`src/rtl/div5_quot_merge_pkg.sv`:
```
// Shared constants and types for the divide-by-5 merge datapath.
package div5_pkg;

  localparam int unsigned DIVISOR = 5;
  localparam int unsigned REM_W   = 3;
  localparam int unsigned RSUM_W  = 5;
  localparam int unsigned PART_QW = 33;

  typedef struct packed {
    logic [PART_QW-1:0] q;
    logic [REM_W-1:0]   r;
  } div5_part_t;

  // Returns {corr, rem} for a remainder sum of up to 21.
  function automatic logic [5:0] fold5(input logic [RSUM_W-1:0] rsum);
    return {3'(rsum / RSUM_W'(DIVISOR)), 3'(rsum % RSUM_W'(DIVISOR))};
  endfunction

endpackage

```
`src/rtl/div5_quot_merge_if.sv`:
```
// Producer/consumer bundle for the divide-by-5 merge stage.
interface div5_quot_merge_if #(
  parameter int unsigned PQW  = 33,
  parameter int unsigned QW   = 32,
  parameter int unsigned TAGW = 4
);
  logic            in_valid;
  logic            in_ready;
  logic [PQW-1:0]  in_q0;
  logic [PQW-1:0]  in_q1;
  logic [PQW-1:0]  in_q2;
  logic [2:0]      in_r0;
  logic [2:0]      in_r1;
  logic [2:0]      in_r2;
  logic [TAGW-1:0] in_tag;
  logic            out_valid;
  logic            out_ready;
  logic [QW-1:0]   out_quot;
  logic [2:0]      out_rem;
  logic [TAGW-1:0] out_tag;
  logic            out_ovf;
  logic            out_err;

  modport master (
    output in_valid, in_q0, in_q1, in_q2, in_r0, in_r1, in_r2, in_tag, out_ready,
    input  in_ready, out_valid, out_quot, out_rem, out_tag, out_ovf, out_err
  );

  modport slave (
    input  in_valid, in_q0, in_q1, in_q2, in_r0, in_r1, in_r2, in_tag, out_ready,
    output in_ready, out_valid, out_quot, out_rem, out_tag, out_ovf, out_err
  );
endinterface

```
`src/rtl/div5_rem_fold.sv`:
```
// Folds a remainder sum (0..21) into a quotient correction and final remainder.
module div5_rem_fold
  import div5_pkg::*;
(
  input  logic [RSUM_W-1:0] rsum,
  output logic [2:0]        corr,
  output logic [REM_W-1:0]  rem
);

  always_comb begin
    {corr, rem} = '0;
    case (rsum)
      5'd0:  {corr, rem} = {3'd0, 3'd0};
      5'd1:  {corr, rem} = {3'd0, 3'd1};
      5'd2:  {corr, rem} = {3'd0, 3'd2};
      5'd3:  {corr, rem} = {3'd0, 3'd3};
      5'd4:  {corr, rem} = {3'd0, 3'd4};
      5'd5:  {corr, rem} = {3'd1, 3'd0};
      5'd6:  {corr, rem} = {3'd1, 3'd1};
      5'd7:  {corr, rem} = {3'd1, 3'd2};
      5'd8:  {corr, rem} = {3'd1, 3'd3};
      5'd9:  {corr, rem} = {3'd1, 3'd4};
      5'd10: {corr, rem} = {3'd2, 3'd0};
      5'd11: {corr, rem} = {3'd2, 3'd1};
      5'd12: {corr, rem} = {3'd2, 3'd2};
      5'd13: {corr, rem} = {3'd2, 3'd3};
      5'd14: {corr, rem} = {3'd2, 3'd4};
      5'd15: {corr, rem} = {3'd3, 3'd0};
      5'd16: {corr, rem} = {3'd3, 3'd1};
      5'd17: {corr, rem} = {3'd3, 3'd2};
      5'd18: {corr, rem} = {3'd3, 3'd3};
      5'd19: {corr, rem} = {3'd3, 3'd4};
      5'd20: {corr, rem} = {3'd4, 3'd0};
      5'd21: {corr, rem} = {3'd4, 3'd1};
      default: {corr, rem} = '0;
    endcase
  end

endmodule

```
`src/rtl/div5_quot_merge.sv`:
```
// Final merge of partial quotients/remainders into x/5 and x%5.
// Two register stages: carry-save reduction, then fold + carry-propagate add.
module div5_quot_merge
  import div5_pkg::*;
#(
  parameter int unsigned PQW  = 33,
  parameter int unsigned QW   = 32,
  parameter int unsigned TAGW = 4
) (
  input logic               clk,
  input logic               rst,
  div5_quot_merge_if.slave  bus
);

  localparam int unsigned SW = PQW + 2;

  logic              adv;
  logic [SW-1:0]     qa, qb, qc;
  logic [SW-1:0]     csa_sum, csa_carry;
  logic [RSUM_W-1:0] rsum_in;
  logic              err_in;

  logic              s1_valid;
  logic [SW-1:0]     s1_sum, s1_carry;
  logic [RSUM_W-1:0] s1_rsum;
  logic              s1_err;
  logic [TAGW-1:0]   s1_tag;

  logic [2:0]        corr;
  logic [REM_W-1:0]  rem;
  logic [SW-1:0]     full;

  logic              out_valid;
  logic [QW-1:0]     out_quot;
  logic [REM_W-1:0]  out_rem;
  logic [TAGW-1:0]   out_tag;
  logic              out_ovf;
  logic              out_err;

  assign adv = ~out_valid | bus.out_ready;

  always_comb begin
    qa        = SW'(bus.in_q0);
    qb        = SW'(bus.in_q1);
    qc        = SW'(bus.in_q2);
    csa_sum   = qa ^ qb ^ qc;
    // Majority bit of PQW-wide operands never reaches the top bit, so the shift is lossless.
    csa_carry = ((qa & qb) | (qa & qc) | (qb & qc)) << 1;
    rsum_in   = RSUM_W'(bus.in_r0) + RSUM_W'(bus.in_r1) + RSUM_W'(bus.in_r2);
    err_in    = (bus.in_r0 >= REM_W'(DIVISOR)) | (bus.in_r1 >= REM_W'(DIVISOR)) |
                (bus.in_r2 >= REM_W'(DIVISOR));
  end

  div5_rem_fold u_fold (
    .rsum (s1_rsum),
    .corr (corr),
    .rem  (rem)
  );

  assign full = s1_sum + s1_carry + SW'(corr);

  always_ff @(posedge clk) begin
    if (rst) begin
      s1_valid  <= 1'b0;
      s1_sum    <= '0;
      s1_carry  <= '0;
      s1_rsum   <= '0;
      s1_err    <= 1'b0;
      s1_tag    <= '0;
      out_valid <= 1'b0;
      out_quot  <= '0;
      out_rem   <= '0;
      out_tag   <= '0;
      out_ovf   <= 1'b0;
      out_err   <= 1'b0;
    end else if (adv) begin
      s1_valid  <= bus.in_valid;
      s1_sum    <= csa_sum;
      s1_carry  <= csa_carry;
      s1_rsum   <= rsum_in;
      s1_err    <= err_in;
      s1_tag    <= bus.in_tag;
      out_valid <= s1_valid;
      out_quot  <= full[QW-1:0];
      out_rem   <= rem;
      out_tag   <= s1_tag;
      out_ovf   <= |full[SW-1:QW];
      out_err   <= s1_err;
    end
  end

  assign bus.in_ready  = adv;
  assign bus.out_valid = out_valid;
  assign bus.out_quot  = out_quot;
  assign bus.out_rem   = out_rem;
  assign bus.out_tag   = out_tag;
  assign bus.out_ovf   = out_ovf;
  assign bus.out_err   = out_err;

endmodule

```
`src/flat_wrapper.sv`:
```
// flat-port wrapper written by rule: the top's interface ports become plain ports
module div5_quot_merge_flat import div5_pkg::*;
#(
  parameter int unsigned PQW  = 33,
  parameter int unsigned QW   = 32,
  parameter int unsigned TAGW = 4
)
  (clk, rst, bus_in_valid, bus_in_q0, bus_in_q1, bus_in_q2, bus_in_r0, bus_in_r1, bus_in_r2, bus_in_tag, bus_out_ready, bus_in_ready, bus_out_valid, bus_out_quot, bus_out_rem, bus_out_tag, bus_out_ovf, bus_out_err);
  div5_quot_merge_if #(.PQW(PQW), .QW(QW), .TAGW(TAGW)) bus_i ();
  input logic clk;
  input logic rst;
  input wire logic [$bits(bus_i.in_valid)-1:0] bus_in_valid;
  input wire logic [$bits(bus_i.in_q0)-1:0] bus_in_q0;
  input wire logic [$bits(bus_i.in_q1)-1:0] bus_in_q1;
  input wire logic [$bits(bus_i.in_q2)-1:0] bus_in_q2;
  input wire logic [$bits(bus_i.in_r0)-1:0] bus_in_r0;
  input wire logic [$bits(bus_i.in_r1)-1:0] bus_in_r1;
  input wire logic [$bits(bus_i.in_r2)-1:0] bus_in_r2;
  input wire logic [$bits(bus_i.in_tag)-1:0] bus_in_tag;
  input wire logic [$bits(bus_i.out_ready)-1:0] bus_out_ready;
  output wire logic [$bits(bus_i.in_ready)-1:0] bus_in_ready;
  output wire logic [$bits(bus_i.out_valid)-1:0] bus_out_valid;
  output wire logic [$bits(bus_i.out_quot)-1:0] bus_out_quot;
  output wire logic [$bits(bus_i.out_rem)-1:0] bus_out_rem;
  output wire logic [$bits(bus_i.out_tag)-1:0] bus_out_tag;
  output wire logic [$bits(bus_i.out_ovf)-1:0] bus_out_ovf;
  output wire logic [$bits(bus_i.out_err)-1:0] bus_out_err;
  assign bus_i.in_valid = bus_in_valid;
  assign bus_i.in_q0 = bus_in_q0;
  assign bus_i.in_q1 = bus_in_q1;
  assign bus_i.in_q2 = bus_in_q2;
  assign bus_i.in_r0 = bus_in_r0;
  assign bus_i.in_r1 = bus_in_r1;
  assign bus_i.in_r2 = bus_in_r2;
  assign bus_i.in_tag = bus_in_tag;
  assign bus_i.out_ready = bus_out_ready;
  assign bus_in_ready = bus_i.in_ready;
  assign bus_out_valid = bus_i.out_valid;
  assign bus_out_quot = bus_i.out_quot;
  assign bus_out_rem = bus_i.out_rem;
  assign bus_out_tag = bus_i.out_tag;
  assign bus_out_ovf = bus_i.out_ovf;
  assign bus_out_err = bus_i.out_err;
  div5_quot_merge #(.PQW(PQW), .QW(QW), .TAGW(TAGW)) u_core (.clk(clk), .rst(rst), .bus(bus_i));
endmodule
```
`config.mk`:
```
export PLATFORM = sky130hd
export DESIGN_NAME = div5_quot_merge_flat
export DESIGN_NICKNAME = d
export VERILOG_FILES = /design/src/rtl/div5_quot_merge_pkg.sv /design/src/rtl/div5_quot_merge_if.sv /design/src/rtl/div5_rem_fold.sv /design/src/rtl/div5_quot_merge.sv /design/src/flat_wrapper.sv
export SDC_FILE = /design/constraint.sdc
export NUM_CORES = 1
export LEC_CHECK = 0
export BUFFER_PORTS_ARGS = -buffer_cell sky130_fd_sc_hd__buf_2
export CAP_MARGIN = 20
export CORE_MARGIN = 5
export CORE_UTILIZATION = 40
export CTS_BUF_LIST = sky130_fd_sc_hd__clkbuf_2
export CTS_CLUSTER_SIZE = 30
export DETAILED_ROUTE_END_ITERATION = 7
export PLACE_DENSITY = 0.63
export SYNTH_ARGS = -nofsm -noshare
export SYNTH_HDL_FRONTEND = slang
export SYNTH_HIERARCHICAL = 1
export SYNTH_SLANG_ARGS = --single-unit
```
`constraint.sdc`:
```
create_clock -name clk -period 6.2 [get_ports clk]
set_input_delay 0 -clock clk [delete_from_list [all_inputs] [get_ports clk]]
set_output_delay 0 -clock clk [all_outputs]
set_load 0.03 [all_outputs]
```
==> run summary <==
Crit path launch type - flip-flop
Worst-Margin Slew - 0.776 ns
Clock share of power - 27.8%
Port Buffers - 158
Row Count - 50
Chip Height - 148 um
CTS tree - built
Unique masters post-synth - 78
CTS clk-pin slew, worst paths - 0.19 ns
Synth top area cells - dfxtp_1, ha_1, nand2_1, fa_1, a21oi_1
Synth top area share - 31.1%
Die width - 148 um
Gpl congestion - 0.855
DRT antenna net count - 0
Fin. Hold Viols - 0
Worst-skew pair later-pin latency - 0.70 ns
DRC - 0
Antenna diode count - 0
Switching share of power - 34.0%
Synthesized Nets - 1,128
Vias - 7,491
Share of post-route cells with drive strength above 1 - 17.5%
Nets - 1,480
Placed insts - 1,242
Async S/R FF share, synth - 0%
Initial drt markers - 402
Peak supply drop - 0.114 mV
Global route total overflow - 0
H-tree depth - 4
Clock skew - 0.0293 ns
Initial antenna violation count - 0
Grt peak-use layer - met2
Setup_tns - 0 ns
Syn_area_per_cell - 8.48 sq um
Predominant post-synthesis flop cell - dfxtp_1
Core ar. - 0.0188 sq mm
Critical path class - reg -> reg
GR met3 Demand/Resource - 4.08%
First-pass GRT wire length - 35,500 um
Warnings, synthesis - 6
Synth-to-layout area growth - 44.5%
Leakage - 5.21 nW
Seq pwr share - 37.2%
Pwr/cell area - 220 mW/mm^2
Root Buffer - clkbuf_2
Largest net degree at the start of global routing - 72
Die area - 0.0220 sq mm
Max Cap Viol - 0
Vias in the first global route - 7,594
Int Pwr - 1.61 mW
CTS resizes - 0
Via density - 4.99
Post-layout power - 2.44 mW
CP arrival - 4.56 ns
Met2 GRT Util - 34.0%
Setup bufs post-CTS - 0
CTS sink count - 119
IO Pins - 159
Hold_buf cts - 227
Number of enable flip-flop cells after synthesis - 0
Cts bufs inserted - 17
Maximum clock frequency - 256 MHz
RSZ-0062 raised after global routing - false
Sequential fraction of the synthesis area - 31.1%
Max_slew headroom - 48.3%
Period utilisation layout - 63.1%
Comb pwr share - 35.0%
Hold Path Class - in -> reg
Synth Instances - 902
NetSw - 0.827 mW
Dpl hpwl - 13,200 um
Final wirelength - 21,200 um
Worst hold margin - 0.0848 ns
Mapped Area - 0.00765 sq mm
CP max FO - 10
Tmin final - 3.91 ns
WL/cell - 14.1 um
Total track usage - 19.4%
Final slew viol count - 0
Longest Clk Path Bufs - 2
Status - complete, no violations
Final setup fails - 0
Initial Utilization - 40.8%
Req. time, crit path - 6.84 ns
Grt met1 use - 24.4%
Layout Cells excl Fill - 1,501
Leading area contributor after synthesis - dfxtp_1
FF+latch count, synth - 119
CP Capture Type - flip-flop
DRT Pass-1 Iters - 4
==> cells in the mapped netlist, types with 4 or more instances <==
cell type,count
nand4_1,7
a21o_1,12
a211o_1,4
a211oi_1,12
and3_1,5
nand3b_1,5
xor2_1,7
clkbuf_1,35
nand3_1,12
fa_1,40
o21ai_0,29
nand2_1,215
xnor2_1,11
a21oi_1,135
ha_1,70
nor2b_1,7
dfxtp_1,119
o21ai_1,6
nor3_1,6
inv_1,24
nand2b_1,6
buf_6,10
nor2_1,36
a31oi_1,5
==> worst max-delay path, cell delays in order, from the launching register on <==
cell	delay (ns)
dfxtp_1	0.55
nor3b_1	0.36
nand2b_1	0.15
inv_1	0.05
fa_1	0.43
inv_1	0.07
ha_1	0.20
inv_1	0.07
fa_1	0.38
nand2b_1	0.20
a21oi_2	0.23
o21ai_1	0.14
a21oi_1	0.32
o21a_1	0.18
nor3_1	0.05
or3b_1	0.35
a21oi_1	0.14
==> power groups by stage <==
stage	registers, mW	logic (mW)	clock network, mW
finish	0.906	0.852	0.677
global route	0.919	0.941	0.733
CTS	0.907	0.842	0.694
detailed placement	0.923	0.667	0
global placement	0.921	0.669	0
floorplan	0.987	0.424	0
==> layer usage <==
layer | share of wire (%) | up-vias | wire, um
met5 | 0 | - | 0
met4 | 1.5 | 0 | 309
met3 | 4.3 | 25 | 915
met2 | 48 | 155 | 10300
met1 | 46 | 3493 | 9710
li1 | - | 3818 | -
==> final timing paths <==
kind / from / endpoint / slack [ns] / cells past startpoint
worst min-delay path: bus_in_r1[1] / u_core/s1_rsum[4] / 0.08 / 7
worst max register to register: u_core/s1_rsum[4] / u_core/bus.out_quot[11] / 2.29 / 16
worst min register to register: u_core/bus.out_tag[3] / u_core/bus.out_tag[3] / 0.46 / 2
worst max-delay path: u_core/s1_rsum[4] / u_core/bus.out_quot[11] / 2.29 / 16
==> layout by cell type, fill, tap and decap left out, types with 3 or more instances in the layout <==
master	n
a211o_1	4
a211oi_1	12
a21o_1	12
a21o_2	3
a21oi_1	135
a21oi_2	3
a31oi_1	5
and3_1	5
buf_2	157
buf_4	4
bufinv_16	6
clkbuf_2	17
clkinv_4	4
dfxtp_1	119
dlygate4sd3_1	227
fa_1	40
ha_1	70
inv_1	24
nand2_1	215
nand2b_1	6
nand3_1	12
nand3b_1	5
nand4_1	7
nor2_1	36
nor2b_1	7
nor3_1	6
nor3b_1	3
o211ai_1	3
o21a_1	3
o21ai_0	29
o21ai_1	6
o21bai_1	3
o31ai_1	3
or2_2	3
or3_1	3
xnor2_1	11
xor2_1	7
==> per-stage QoR <==
step	worst slack [ns]	utilization, %	area, sq um
2_1_floorplan	2.82	-	7650
3_3_place_gp	2.45	45.0	8450
3_5_place_dp	2.39	45.0	8450
4_1_cts	2.32	58.9	11100
5_1_grt	1.98	58.9	11100
6_report	2.29	58.9	11100
==> state kept, by name, summed over array words and instances, names as in the netlist <==
register and count:
u_core/bus.out_rem 3, u_core/s1_rsum 5, u_core/bus.out_quot 32, u_core/s1_tag 4, u_core/bus.out_err 1, u_core/s1_err 1, u_core/s1_valid 1, u_core/s1_sum 33
u_core/bus.out_ovf 1, u_core/s1_carry 33, u_core/bus.out_tag 4, u_core/bus.out_valid 1
==> cells by family (layout without fill, tap and decap cells) <==
group | after synthesis | in the layout | synth area share [%]
compound gates | 246 | 246 | 20.3
xor+xnor | 18 | 18 | 2.06
fa+ha+maj | 110 | 110 | 21.9
buf+inv | 80 | 445 | 5.28
flops | 119 | 119 | 31.1
mux | 4 | 4 | 0.605
simple gates | 325 | 325 | 18.7
==> final cells by class <==
cell class	instances	area [sq um]
Fill cell	1687	7710
Multi-Input combinational cell	703	4870
Timing Repair Buffer	388	3090
Sequential cell	119	2380
Tap cell	234	293
Clock inverter	15	249
Inverter	25	96.3
Clock buffer	17	85.1
No activity file was read; power rests on OpenSTA's default activity.
